$ cat src/rtl/ecg_win_rx_pkg.sv
// ---------------------------------------------------------------------------
// ecg_win_rx_pkg
//   Shared definitions for the ECG sliding-window receiver:
//   - default sample width / kernel / stride / FIFO depth / counter width
//   - FSM state encoding
//   - bit offsets of the flag fields inside a FIFO entry
//
//   FIFO entry layout (width DW+2):
//     [DW+ENT_DATA_OFS] is_data : 1 = sample entry, 0 = end-of-record marker
//     [DW+ENT_EOR_OFS]  eor     : record ends with (or at) this entry
//     [DW-1:0]          sample
// ---------------------------------------------------------------------------
package ecg_win_rx_pkg;

  localparam int DEF_DW         = 7;
  localparam int DEF_KERNEL     = 5;
  localparam int DEF_STRIDE     = 2;
  localparam int DEF_FIFO_DEPTH = 16;
  localparam int DEF_CW         = 16;

  // Flag offsets measured from the top of the sample field.
  localparam int ENT_EOR_OFS  = 0;
  localparam int ENT_DATA_OFS = 1;

  typedef enum logic [1:0] {
    S_FILL = 2'd0,  // popping samples into the window register
    S_EMIT = 2'd1,  // window presented, waiting for win_rdy
    S_DONE = 2'd2   // one-cycle end-of-record report
  } state_t;

  // Width of one FIFO entry for a given sample width.
  function automatic int entry_width(input int dw);
    return dw + 2;
  endfunction

endpackage

$ cat src/rtl/ecg_win_rx_fifo.sv
// ---------------------------------------------------------------------------
// ecg_win_rx_fifo
//   Synchronous show-ahead FIFO. rd_data always shows the oldest entry while
//   empty=0. A push while full is accepted only if a pop happens in the same
//   cycle; otherwise it is ignored (the caller flags the overflow). A pop
//   while empty is ignored.
//
//   Ports:
//     clk, rst_n   clock, asynchronous active-low reset (empties the FIFO)
//     push         write wr_data this cycle
//     wr_data      entry to write
//     pop          remove the entry shown on rd_data
//     rd_data      oldest entry
//     full, empty  occupancy flags
// ---------------------------------------------------------------------------
module ecg_win_rx_fifo
  import ecg_win_rx_pkg::*;
#(
  parameter int W     = entry_width(DEF_DW),
  parameter int DEPTH = DEF_FIFO_DEPTH
) (
  input  logic         clk,
  input  logic         rst_n,
  input  logic         push,
  input  logic [W-1:0] wr_data,
  input  logic         pop,
  output logic [W-1:0] rd_data,
  output logic         full,
  output logic         empty
);

  localparam int AW = $clog2(DEPTH);

  logic [W-1:0] mem [DEPTH];
  // One extra wrap bit on each pointer distinguishes full from empty.
  logic [AW:0]  wr_ptr;
  logic [AW:0]  rd_ptr;
  logic         do_push;
  logic         do_pop;

  assign empty   = (wr_ptr == rd_ptr);
  assign full    = (wr_ptr[AW] != rd_ptr[AW]) &&
                   (wr_ptr[AW-1:0] == rd_ptr[AW-1:0]);
  assign do_pop  = pop && !empty;
  // When full, the slot being written is the one being popped this cycle.
  assign do_push = push && (!full || do_pop);
  assign rd_data = mem[rd_ptr[AW-1:0]];

  // NOTE: sequential state uses non-blocking (<=) so every register samples
  // pre-edge values regardless of statement order.
  always_ff @(posedge clk or negedge rst_n) begin
    if (!rst_n) begin
      wr_ptr <= '0;
      rd_ptr <= '0;
    end else begin
      if (do_push) wr_ptr <= wr_ptr + 1'b1;
      if (do_pop)  rd_ptr <= rd_ptr + 1'b1;
    end
  end

  // NOTE: storage is deliberately not reset; the pointers define which
  // entries are valid, and a reset here would block RAM inference.
  always_ff @(posedge clk) begin
    if (do_push) mem[wr_ptr[AW-1:0]] <= wr_data;
  end

endmodule

$ cat src/rtl/ecg_win_rx.sv
// ---------------------------------------------------------------------------
// ecg_win_rx
//   Receive end of the sliding-window sample stream. Samples (and
//   end-of-record markers) are buffered in a small FIFO because the producer
//   has no backpressure; an FSM pops them into a KERNEL-deep window register
//   and presents a window every STRIDE new samples on a valid/ready
//   handshake. Each record ends with a one-cycle frame_done carrying the
//   number of windows emitted.
//
//   Ports:
//     clk, rst_n    clock, asynchronous active-low reset
//     slide_data    incoming sample, qualified by ecg_data_val
//     ecg_data_val  sample valid (at most one per cycle)
//     trans_done    end-of-record pulse (with the last sample or alone later)
//     win_data      window; [DW-1:0] oldest sample, top slice newest
//     win_val       window valid
//     win_rdy       downstream ready
//     frame_done    one-cycle pulse after the last window of a record
//     frame_len     windows in the finished record; held until next frame_done
//     overflow      sticky: a push was dropped because the FIFO was full
// ---------------------------------------------------------------------------
module ecg_win_rx
  import ecg_win_rx_pkg::*;
#(
  parameter int DW         = DEF_DW,
  parameter int KERNEL     = DEF_KERNEL,
  parameter int STRIDE     = DEF_STRIDE,
  parameter int FIFO_DEPTH = DEF_FIFO_DEPTH,
  parameter int CW         = DEF_CW
) (
  input  logic                 clk,
  input  logic                 rst_n,
  input  logic [DW-1:0]        slide_data,
  input  logic                 ecg_data_val,
  input  logic                 trans_done,
  output logic [KERNEL*DW-1:0] win_data,
  output logic                 win_val,
  input  logic                 win_rdy,
  output logic                 frame_done,
  output logic [CW-1:0]        frame_len,
  output logic                 overflow
);

  localparam int EW = entry_width(DW);
  localparam int FW = $clog2(KERNEL + 1);
  localparam int SW = $clog2(STRIDE + 1);

  localparam logic [FW-1:0] FILL_FULL  = FW'(KERNEL);
  localparam logic [SW-1:0] STRIDE_VAL = SW'(STRIDE);

  // -------------------------------------------------------------------------
  // Input side: every sample or lone end-of-record pulse becomes one entry.
  // -------------------------------------------------------------------------
  logic          push_req;
  logic [EW-1:0] push_entry;
  logic [EW-1:0] head;
  logic          fifo_full;
  logic          fifo_empty;
  logic          pop;

  assign push_req   = ecg_data_val || trans_done;
  assign push_entry = ecg_data_val ? {1'b1, trans_done, slide_data}
                                   : {1'b0, 1'b1, {DW{1'b0}}};

  ecg_win_rx_fifo #(
    .W     (EW),
    .DEPTH (FIFO_DEPTH)
  ) u_fifo (
    .clk     (clk),
    .rst_n   (rst_n),
    .push    (push_req),
    .wr_data (push_entry),
    .pop     (pop),
    .rd_data (head),
    .full    (fifo_full),
    .empty   (fifo_empty)
  );

  // A full FIFO still takes the push when the head leaves in the same cycle.
  always_ff @(posedge clk or negedge rst_n) begin
    if (!rst_n) begin
      overflow <= 1'b0;
    end else if (push_req && fifo_full && !pop) begin
      overflow <= 1'b1;
    end
  end

  // -------------------------------------------------------------------------
  // Head-of-FIFO decode and window bookkeeping.
  // -------------------------------------------------------------------------
  logic          head_is_data;
  logic          head_eor;
  logic [DW-1:0] head_sample;

  assign head_is_data = head[DW+ENT_DATA_OFS];
  assign head_eor     = head[DW+ENT_EOR_OFS];
  assign head_sample  = head[DW-1:0];

  state_t                state_q;
  state_t                state_d;
  logic [KERNEL*DW-1:0]  win_reg;
  logic [FW-1:0]         fill;
  logic [SW-1:0]         stride_cnt;
  logic [CW-1:0]         win_cnt;
  logic [CW-1:0]         frame_len_q;
  logic                  eor_pend;

  logic [FW-1:0]         fill_nxt;
  logic [SW-1:0]         stride_nxt;
  logic                  emit_hit;

  // Values the counters take if the head sample is shifted in this cycle.
  assign fill_nxt   = (fill == FILL_FULL) ? fill : fill + 1'b1;
  assign stride_nxt = (stride_cnt == '0) ? '0 : stride_cnt - 1'b1;
  assign emit_hit   = (fill_nxt == FILL_FULL) && (stride_nxt == '0);

  // -------------------------------------------------------------------------
  // FSM: state register
  // -------------------------------------------------------------------------
  always_ff @(posedge clk or negedge rst_n) begin
    if (!rst_n) begin
      state_q <= S_FILL;
    end else begin
      state_q <= state_d;
    end
  end

  // -------------------------------------------------------------------------
  // FSM: next state
  // -------------------------------------------------------------------------
  // NOTE: every variable assigned in an always_comb gets a default first, so
  // no path leaves it unassigned and no latch is inferred.
  always_comb begin
    state_d = state_q;
    unique case (state_q)
      S_FILL: begin
        if (!fifo_empty) begin
          if (!head_is_data) begin
            state_d = S_DONE;
          end else if (emit_hit) begin
            state_d = S_EMIT;       // eor, if any, is handled after the window
          end else if (head_eor) begin
            state_d = S_DONE;
          end
        end
      end
      S_EMIT: begin
        if (win_rdy) state_d = eor_pend ? S_DONE : S_FILL;
      end
      S_DONE:  state_d = S_FILL;
      default: state_d = S_FILL;
    endcase
  end

  // -------------------------------------------------------------------------
  // FSM: outputs
  // -------------------------------------------------------------------------
  always_comb begin
    pop        = (state_q == S_FILL) && !fifo_empty;
    win_val    = (state_q == S_EMIT);
    frame_done = (state_q == S_DONE);
    // frame_len shows the live count during S_DONE and the captured copy after.
    frame_len  = frame_done ? win_cnt : frame_len_q;
  end

  assign win_data = win_reg;

  // -------------------------------------------------------------------------
  // Datapath registers
  // -------------------------------------------------------------------------
  always_ff @(posedge clk or negedge rst_n) begin
    if (!rst_n) begin
      win_reg     <= '0;
      fill        <= '0;
      stride_cnt  <= '0;
      win_cnt     <= '0;
      frame_len_q <= '0;
      eor_pend    <= 1'b0;
    end else begin
      unique case (state_q)
        S_FILL: begin
          if (pop && head_is_data) begin
            // Newest sample enters at the top; the oldest falls off the bottom.
            win_reg    <= {head_sample, win_reg[KERNEL*DW-1:DW]};
            fill       <= fill_nxt;
            stride_cnt <= stride_nxt;
            if (emit_hit) eor_pend <= head_eor;
          end
        end
        S_EMIT: begin
          if (win_rdy) begin
            if (win_cnt != '1) win_cnt <= win_cnt + 1'b1;
            stride_cnt <= STRIDE_VAL;
          end
        end
        S_DONE: begin
          // Partial windows are discarded simply by restarting the fill count.
          frame_len_q <= win_cnt;
          fill        <= '0;
          stride_cnt  <= '0;
          win_cnt     <= '0;
          eor_pend    <= 1'b0;
        end
        default: ;
      endcase
    end
  end

endmodule
$ cat config.mk
export PLATFORM = sky130hd
export DESIGN_NAME = ecg_win_rx
export DESIGN_NICKNAME = d
export VERILOG_FILES = /design/src/rtl/ecg_win_rx_pkg.sv /design/src/rtl/ecg_win_rx_fifo.sv /design/src/rtl/ecg_win_rx.sv
export SDC_FILE = /design/constraint.sdc
export NUM_CORES = 1
export LEC_CHECK = 0
export CORE_MARGIN = 4
export CORE_UTILIZATION = 45
export DETAILED_ROUTE_END_ITERATION = 6
export PLACE_DENSITY = 0.73
export SLEW_MARGIN = 30
export SYNTH_ARGS = -nofsm -noshare
export SYNTH_HDL_FRONTEND = slang
export SYNTH_SLANG_ARGS = --single-unit
$ cat constraint.sdc
create_clock -name clk -period 3.1 [get_ports clk]
set_input_delay 0.31 -clock clk [delete_from_list [all_inputs] [get_ports clk]]
set_output_delay 0.31 -clock clk [all_outputs]
set_load 0.02 [all_outputs]
==> results by group, run 1 <==
Logic synthesis
  • Primary flip-flop cell chosen by synthesis mapping: edfxtp_1
  • Adder-Cell Fraction of Synth Area: 1.44%
  • Portion of netlist area occupied by mux cells: 17.0%
  • Leading cell types by total area after synthesis: edfxtp_1, dfrtp_1, mux4_2
  • Number of enable flip-flop cells after synthesis: 144
  • Net count after synthesis: 579
  • Xor/xnor cell area share of the yosys netlist: 1.37%
  • Largest family of logic cells by synthesized area: multiplexers
  • Number of distinct standard cells referenced by the synthesized netlist: 55
  • Mapped Avg Cell Area: 17.2 sq um
  • Share of synthesized area occupied by flip-flops and latches: 67.7%
  • Number of instances in the synthesized netlist: 556
  • Yosys top cell area share: 45.2%
  • Basic-gate share of the synthesized area counting and, or, nand and nor cells: 6.30%
  • Async S/R FF share, synth: 37.4%
  • Library cell with the largest summed area after synthesis: edfxtp_1
  • Warning count from the yosys run: 0
  • Post-synthesis sequential element count: 230
  • Cell area after technology mapping: 9570 sq um
  • Synth Area in Compound Gates: 4.25%

Route
  • Count of nets left with antenna violations after detail routing: 0
  • Via count: 5276
  • Drt drc: 0
  • Via-to-Cell Ratio: 5.67
  • Iteration-0 DRC Markers: 443
  • Routed wirelength normalized by instance count: 20.8 microns
  • Total wirelength of the detailed-routed design: 19300 microns
  • TritonRoute pass-1 iters: 4

Placement
  • Number of port buffers: 65
  • Cell Area, Placed: 10600 sq um
  • Final weighted congestion of routability-driven global placement: 0.794
  • Post-detailed-placement half-perimeter wirelength: 12500 microns

Worst setup path
  • Crit path launch type: flip-flop
  • Family of cells with the greatest summed delay on the critical path: buffers and inverters
  • Crit-path cells: inv_1 > ha_1 > buf_12 > mux2_2 > clkdlybuf4s50_1
  • Crit path max-delay cell type: clkdlybuf4s50_1
  • Maximum net fanout on the critical path: 25
  • CP Data Arrival Time: 2.55 ns
  • Worst path bufs/invs: 3
  • Longest individual stage delay on the worst path: 0.55 ns
  • Reg-to-Reg Start: u_fifo.rd_ptr[1]
  • Minimum setup slack among reg-to-reg paths: 0.38 ns
  • Worst Setup SP: state_q[0]
  • Required time of the worst setup path: 2.79 ns
  • Classification of the worst setup path: flip-flop to output pin
  • Critical path capture point type: output pin

Floorplan
  • Core Area: 21000 sq um
  • Std-Cell Rows: 53
  • Width of the die: 154 microns
  • Effective utilization at floorplan: 45.7%
  • Die outline area: 23700 sq um
  • Die Span Y: 154 microns
  • IO Count: 66

Hold path
  • Worst hold-check path type: primary input to asynchronous set/reset pin

Timing
  • Final count of pins violating max slew: 0
  • Post-route clock skew: 0.0234 ns
  • Finish-stage setup viols: 0
  • Share of the cycle needed by the critical path after routing: 92.1%
  • Final min period: 2.86 ns
  • Summed negative setup slack over all endpoints: 0 ns
  • Highest attainable clock frequency: 350 MHz
  • Headroom to the max-slew limit: 41.3%
  • Setup repair after global routing missed its margin: no
  • Least-Margin Pin Slew: 0.878 ns
  • Hold slack: 0.432 ns
  • Final Hold Vio Count: 0

Run status
  • Result of the run: finished, final reports clean

Clocking
  • Root buf cell: clkbuf_16
  • Htree depth: 1
  • TritonCTS buffer count: 24
  • Clock transition at the register clock pins on the worst setup and hold paths after CTS: 0.06 ns
  • TritonCTS clock tree: built
  • Worst skew pair latency: 0.52 ns
  • Max Buffers Root-to-Sink: 3
  • # clock sinks: 230
  • Post-CTS repair timing setup buffer count: 0

Global route
  • Global routing usage on met1: 23.7%
  • Total grt overflow: 0
  • Global-route wire length before repair: 31400 microns
  • Maximum number of pins on one net before global-route repair: 87
  • Met2 usage: 26.9%
  • Initial antenna violation count: 0
  • Global Route Usage Sum: 16.5%
  • Layer with the highest usage after global routing: met2
  • Vias in the first global route: 5523
  • Met3 global-route usage: 2.87%

Power and ir drop
  • Total power consumption of the routed design: 11.4 mW
  • Power density normalized to cell area: 1000 nW/um^2
  • Worst ir drop on vdd: 503 uV
  • Cell leakage power: 4.15 nW

Finish
  • Final design utilization: 54.4%
  • Synthesis-to-finish area growth: 19.0%
  • Layout cells sized above 1: 24.6%
  • Post-route design area: 11400 sq um
  • Net count of the finished layout: 660
  • Inserted Diodes: 0

Flow run
  • Number of max-cap violations: 0
## routing by layer
metal  part of all wire (%)  wire length (microns)
met1                     43                   8380
met2                     48                   9360
met3                    6.3                   1220
met4                    1.8                    348
met5                      0                      0
## flip-flops by register name, summed over array words and instances, names as in the netlist
name           cells
u_fifo.mem       144
win_data          35
frame_len_q       16
win_cnt           16
u_fifo.rd_ptr      5
u_fifo.wr_ptr      5
fill               3
state_q            2
stride_cnt         2
eor_pend           1
overflow           1
## Yosys cell counts, types with 5 or more instances
library cell	number
xnor2_1	11
and2_1	22
ha_1	11
nor2b_1	5
a21oi_1	16
nand2b_1	5
inv_1	11
mux4_2	44
or3_1	6
o31ai_1	8
nor2_1	8
dfrtp_1	86
or4_1	9
and4_1	6
nand2_1	18
nand4_1	8
nand3_1	7
clkbuf_1	17
edfxtp_1	144
mux2_2	53
o21ai_0	13
## cell families after synthesis
family / Yosys count
fa+ha+maj: 11
buf+inv: 39
flops: 230
simple gates: 103
compound gates: 59
xor+xnor: 15
mux: 99
## area by class of cell
class	instances	area, sq um
Tap cell	275	344
Inverter	11	41.3
Sequential cell	230	6480
Fill cell	1638	9560
Clock inverter	13	77.6
Clock buffer	31	721
Multi-Input combinational cell	287	2900
Timing Repair Buffer	83	827
## path summary, 6_finish.rpt
kind	end	cells past startpoint
setup reg to reg	u_fifo.mem[0][0]	5
min in group clk	overflow	2
hold / removal	win_data[7]	2
setup / recovery	frame_len[13]	5
max in group asynchronous	u_fifo.rd_ptr[0]	2
hold reg to reg	overflow	2
## cells in the final DEF (no fill, tap or decap), types with 2 or more instances in the layout
| cell | synthesis | layout |
|---|---|---|
| o221ai_1 | 2 | 2 |
| xor2_1 | 4 | 4 |
| or4_1 | 9 | 9 |
| clkdlybuf4s50_1 | 0 | 64 |
| buf_4 | 0 | 14 |
| clkbuf_16 | 0 | 27 |
| nand4_1 | 8 | 8 |
| o31ai_1 | 8 | 8 |
| nand3_1 | 7 | 7 |
| clkinv_1 | 0 | 3 |
| inv_4 | 0 | 2 |
| o211ai_1 | 3 | 3 |
| nor2b_1 | 5 | 5 |
| nor2_1 | 8 | 8 |
| nand2_1 | 18 | 18 |
| mux2_2 | 53 | 53 |
| xnor2_1 | 11 | 11 |
| buf_12 | 0 | 3 |
| and3b_1 | 2 | 2 |
| clkinv_2 | 0 | 6 |
| or3_1 | 6 | 6 |
| nor3_1 | 2 | 2 |
| ha_1 | 11 | 11 |
| mux4_2 | 44 | 44 |
| and4_1 | 6 | 6 |
| clkbuf_8 | 0 | 3 |
| dfrtp_1 | 86 | 85 |
| nand2b_1 | 5 | 5 |
| o21ai_0 | 13 | 13 |
| edfxtp_1 | 144 | 144 |
| a21oi_1 | 16 | 16 |
| and2_1 | 22 | 22 |
| inv_1 | 11 | 11 |
## per-stage QoR
step | cells | setup WS [ns]
2_1_floorplan | 556 | 0.581
3_3_place_gp | 885 | 0.498
3_5_place_dp | 885 | 0.413
4_1_cts | 930 | 0.230
5_1_grt | 930 | 0.117
6_report | 930 | 0.245
## power breakdown
part	internal, mW	total (mW)	switching, mW
Combinational	2.12	4.20	2.08
Clock	1.65	2.82	1.17
Sequential	3.95	4.37	0.420
Total	7.72	11.4	3.67
## timing repair
action | in CTS | in global routing
endpoints found under the hold margin | 86 | 0
resized for setup | 0 | 0
hold buffers | 1 | 0
No activity file was read; power rests on OpenSTA's default activity.
==> run 2, diff against run 1 <==
Settings changed: SYNTH_HIERARCHICAL from default to 1.
Clock period 3.1 ns to 3.25 ns, I/O delays scaled along.
==> run 2 against run 1 <==
Against the previous run: final cell count is 10% higher; design area increased by 0.92%; first-iteration DRC count fell by 16%; power shrank 5.1%; register-to-register slack gained 0.06 ns; synthesized area up 2.2%; worst setup slack improved by 0.030 ns; critical endpoint is now frame_len[15]; largest power group unchanged; highest routed layer unchanged.
==> results by group, run 2 <==
Logic synthesis
  • Number of instances in the synthesized netlist: 654 (was 556)
  • Most common library cells after synthesis: edfxtp_1, nand2_1, dfrtp_1 (was edfxtp_1, dfrtp_1, mux2_2)
  • Most common cell in the netlist: edfxtp_1 (unchanged)
  • Leading cell types by total area after synthesis: edfxtp_1, dfrtp_1, mux4_2 (unchanged)
  • Warning count from the yosys run: 6 (was 0)
  • Post-synthesis sequential element count: 230 (unchanged)
  • Number of distinct standard cells referenced by the synthesized netlist: 62 (was 55)
  • Async S/R FF share, synth: 37.4% (unchanged)
  • Number of enable flip-flop cells after synthesis: 144 (unchanged)
  • Cell area after technology mapping: 9780 sq um (was 9570 sq um)
  • Primary flip-flop cell chosen by synthesis mapping: edfxtp_1 (unchanged)
  • Mapped Avg Cell Area: 15.0 sq um (was 17.2 sq um)
  • Share of synthesized area occupied by flip-flops and latches: 66.2% (was 67.7%)
  • Net count after synthesis: 677 (was 579)
  • Library cell with the largest summed area after synthesis: edfxtp_1 (unchanged)
  • Yosys top cell area share: 44.2% (was 45.2%)

Worst setup path
  • Maximum net fanout on the critical path: 35 (was 25)
  • Critical path capture point type: output pin (unchanged)
  • Longest individual stage delay on the worst path: 0.54 ns (was 0.55 ns)
  • Crit path launch type: flip-flop (unchanged)
  • Reg-to-Reg Start: u_fifo/rd_ptr[0] (was u_fifo.rd_ptr[1])
  • Crit path max-delay cell type: clkdlybuf4s50_1 (unchanged)
  • Critical R2R Capture: fill[2] (was u_fifo.mem[0][0])
  • Reg2Reg Depth: 8 (was 5)
  • Minimum setup slack among reg-to-reg paths: 0.44 ns (was 0.38 ns)
  • CP Data Arrival Time: 2.65 ns (was 2.55 ns)
  • Crit-path cells: inv_1 > ha_1 > buf_4 > mux2_2 > clkdlybuf4s50_1 (was inv_1 > ha_1 > buf_12 > mux2_2 > clkdlybuf4s50_1)
  • Worst Setup SP: state_q[0] (unchanged)
  • Classification of the worst setup path: flip-flop to output pin (unchanged)
  • Required time of the worst setup path: 2.92 ns (was 2.79 ns)

Floorplan
  • Std-Cell Rows: 53 (unchanged)
  • IO Count: 66 (unchanged)
  • Die Span Y: 155 microns (was 154 microns)
  • Core Area: 21200 sq um (was 21000 sq um)
  • Effective utilization at floorplan: 46.1% (was 45.7%)
  • Width of the die: 155 microns (was 154 microns)
  • Die outline area: 24200 sq um (was 23700 sq um)

Clocking
  • # clock sinks: 230 (unchanged)
  • Post-CTS repair timing setup buffer count: 0 (unchanged)
  • Htree depth: 1 (unchanged)
  • Root buf cell: clkbuf_16 (unchanged)
  • Number of hold buffers added after cts: 1 (unchanged)
  • Worst skew pair latency: 0.51 ns (was 0.52 ns)
  • TritonCTS buffer count: 25 (was 24)
  • Count of cells resized by post-cts repair: 0 (unchanged)
  • Clock transition at the register clock pins on the worst setup and hold paths after CTS: 0.06 ns (about the same)
  • Max Buffers Root-to-Sink: 3 (unchanged)
  • TritonCTS clock tree: built (unchanged)

Run status
  • Result of the run: finished, final reports clean (unchanged)

Route
  • Iteration-0 DRC Markers: 370 (was 443)
  • Drt drc: 0 (unchanged)
  • Via-to-Cell Ratio: 5.65 (was 5.67)
  • TritonRoute pass-1 iters: 5 (was 4)
  • Count of nets left with antenna violations after detail routing: 0 (unchanged)
  • Total wirelength of the detailed-routed design: 20100 microns (was 19300 microns)
  • Via count: 5798 (was 5276)
  • Routed wirelength normalized by instance count: 19.6 microns (was 20.8 microns)

Power and ir drop
  • Cell leakage power: 4.45 nW (was 4.15 nW)
  • Power density normalized to cell area: 940 nW/um^2 (was 1000 nW/um^2)
  • Worst ir drop on vdd: 461 uV (was 503 uV)

Timing
  • Final min period: 2.97 ns
  • Highest attainable clock frequency: 336 MHz
  • Share of the cycle needed by the critical path after routing: 91.5%
  • Final count of pins violating max slew: 0 (unchanged)
  • Least-Margin Pin Slew: 0.938 ns (was 0.878 ns)
  • Final Hold Vio Count: 0 (unchanged)
  • Finish-stage setup viols: 0 (unchanged)
  • Worst setup margin: 0.275 ns (was 0.245 ns)
  • Summed negative setup slack over all endpoints: 0 ns (unchanged)
  • Post-route clock skew: 0.0171 ns (was 0.0234 ns)
  • Setup repair after global routing missed its margin: no (unchanged)
  • Headroom to the max-slew limit: 37.2% (was 41.3%)

Finish
  • Net count of the finished layout: 755 (was 660)
  • Inserted Diodes: 0 (unchanged)
  • Largest register FFs: 144 (unchanged)
  • Synthesis-to-finish area growth: 17.5% (was 19.0%)
  • Most common cell after layout, fill and taps aside: edfxtp_1 (unchanged)
  • Post-route design area: 11500 sq um (was 11400 sq um)
  • Layout cells sized above 1: 16.0% (was 24.6%)
  • Highest-count cells in the layout ignoring fill and taps: edfxtp_1, nand2_1, dfrtp_1 (was edfxtp_1, dfrtp_1, clkdlybuf4s50_1)

Global route
  • Maximum number of pins on one net before global-route repair: 45 (was 87)
  • Initial antenna violation count: 0 (unchanged)
  • Global Route Usage Sum: 16.7% (was 16.5%)
  • Vias in the first global route: 5871 (was 5523)
  • Global-route wire length before repair: 32500 microns (was 31400 microns)
  • Total grt overflow: 0 (unchanged)

Placement
  • Cell Area, Placed: 10700 sq um (was 10600 sq um)
  • Post-detailed-placement half-perimeter wirelength: 13000 microns (was 12500 microns)
  • Worst setup timing slack at the placement stage: 0.461 ns (was 0.413 ns)
  • Number of port buffers: 65 (unchanged)
  • Final weighted congestion of routability-driven global placement: 0.812 (was 0.794)

Flow run
  • Number of max-cap violations: 0 (unchanged)

Hold path
  • Worst hold-check path type: primary input to asynchronous set/reset pin (unchanged)
==> run 2: how the worst max path moves through the flow <==
stage | end | cells after the start | slack (ns)
2_1_floorplan | u_fifo/mem[11][0] | 8 | 0.55
3_3_place_gp | fill[2] | 8 | 0.56
3_5_place_dp | fill[2] | 8 | 0.46
4_1_cts | frame_len[15] | 5 | 0.24
5_1_grt | frame_len[15] | 5 | 0.11
6_report | frame_len[15] | 5 | 0.28
==> run 2: logic make-up after synthesis <==
group,Yosys count,synth area share (%)
flip-flops,230,66.2
XOR/XNOR,14,1.87
AND/OR/NAND/NOR,223,11.1
AO/OA/AOI/OAI,67,5.08
adder cells (fa/ha/maj),11,1.41
buffers and inverters,44,2.48
multiplexers,65,11.8
==> run 2: metal layers <==
| metal | vias up | global-route usage, % | wire length (microns) |
|---|---|---|---|
| met4 | 0 | 3.71 | 323 |
| met2 | 206 | 26.6 | 9840 |
| met3 | 33 | 3.81 | 1390 |
| met5 | - | 0.207 | 0 |
| li1 | 2609 | - | - |
| met1 | 2950 | 23.7 | 8510 |
==> run 2: power by group <==
part | switching [mW] | internal (mW) | total [mW]
sequential | 0.453 | 3.75 | 4.20
clock | 1.10 | 1.57 | 2.66
combinational | 2.22 | 1.72 | 3.94
==> run 2: cell type report <==
cell class	instances	area (sq um)
clock buffers	35	693
inverters	12	45.0
flip-flops and latches	230	6480
multi-input cells	380	3060
fillers	1664	9720
repair buffers	83	786
well taps	275	344
clock inverters	11	86.3
==> run 2: worst max-delay path: cells and delay by family (launching register included) <==
family | cells | cell delay, ns
fa+ha+maj | 1 | 0.28
buf+inv | 3 | 1.05
flops | 1 | 0.40
mux | 1 | 0.41
==> run 2: metrics by stage <==
step	utilization, %	hold slack [ns]	instances	power [mW]
finish	54.2	0.357	1026	10.8
global route	54.2	0.412	1026	11.4
CTS	54.2	0.370	1026	10.9
detailed placement	50.5	0.363	979	8.19
global placement	50.5	0.352	979	8.02
floorplan	-	0.0294	654	6.92
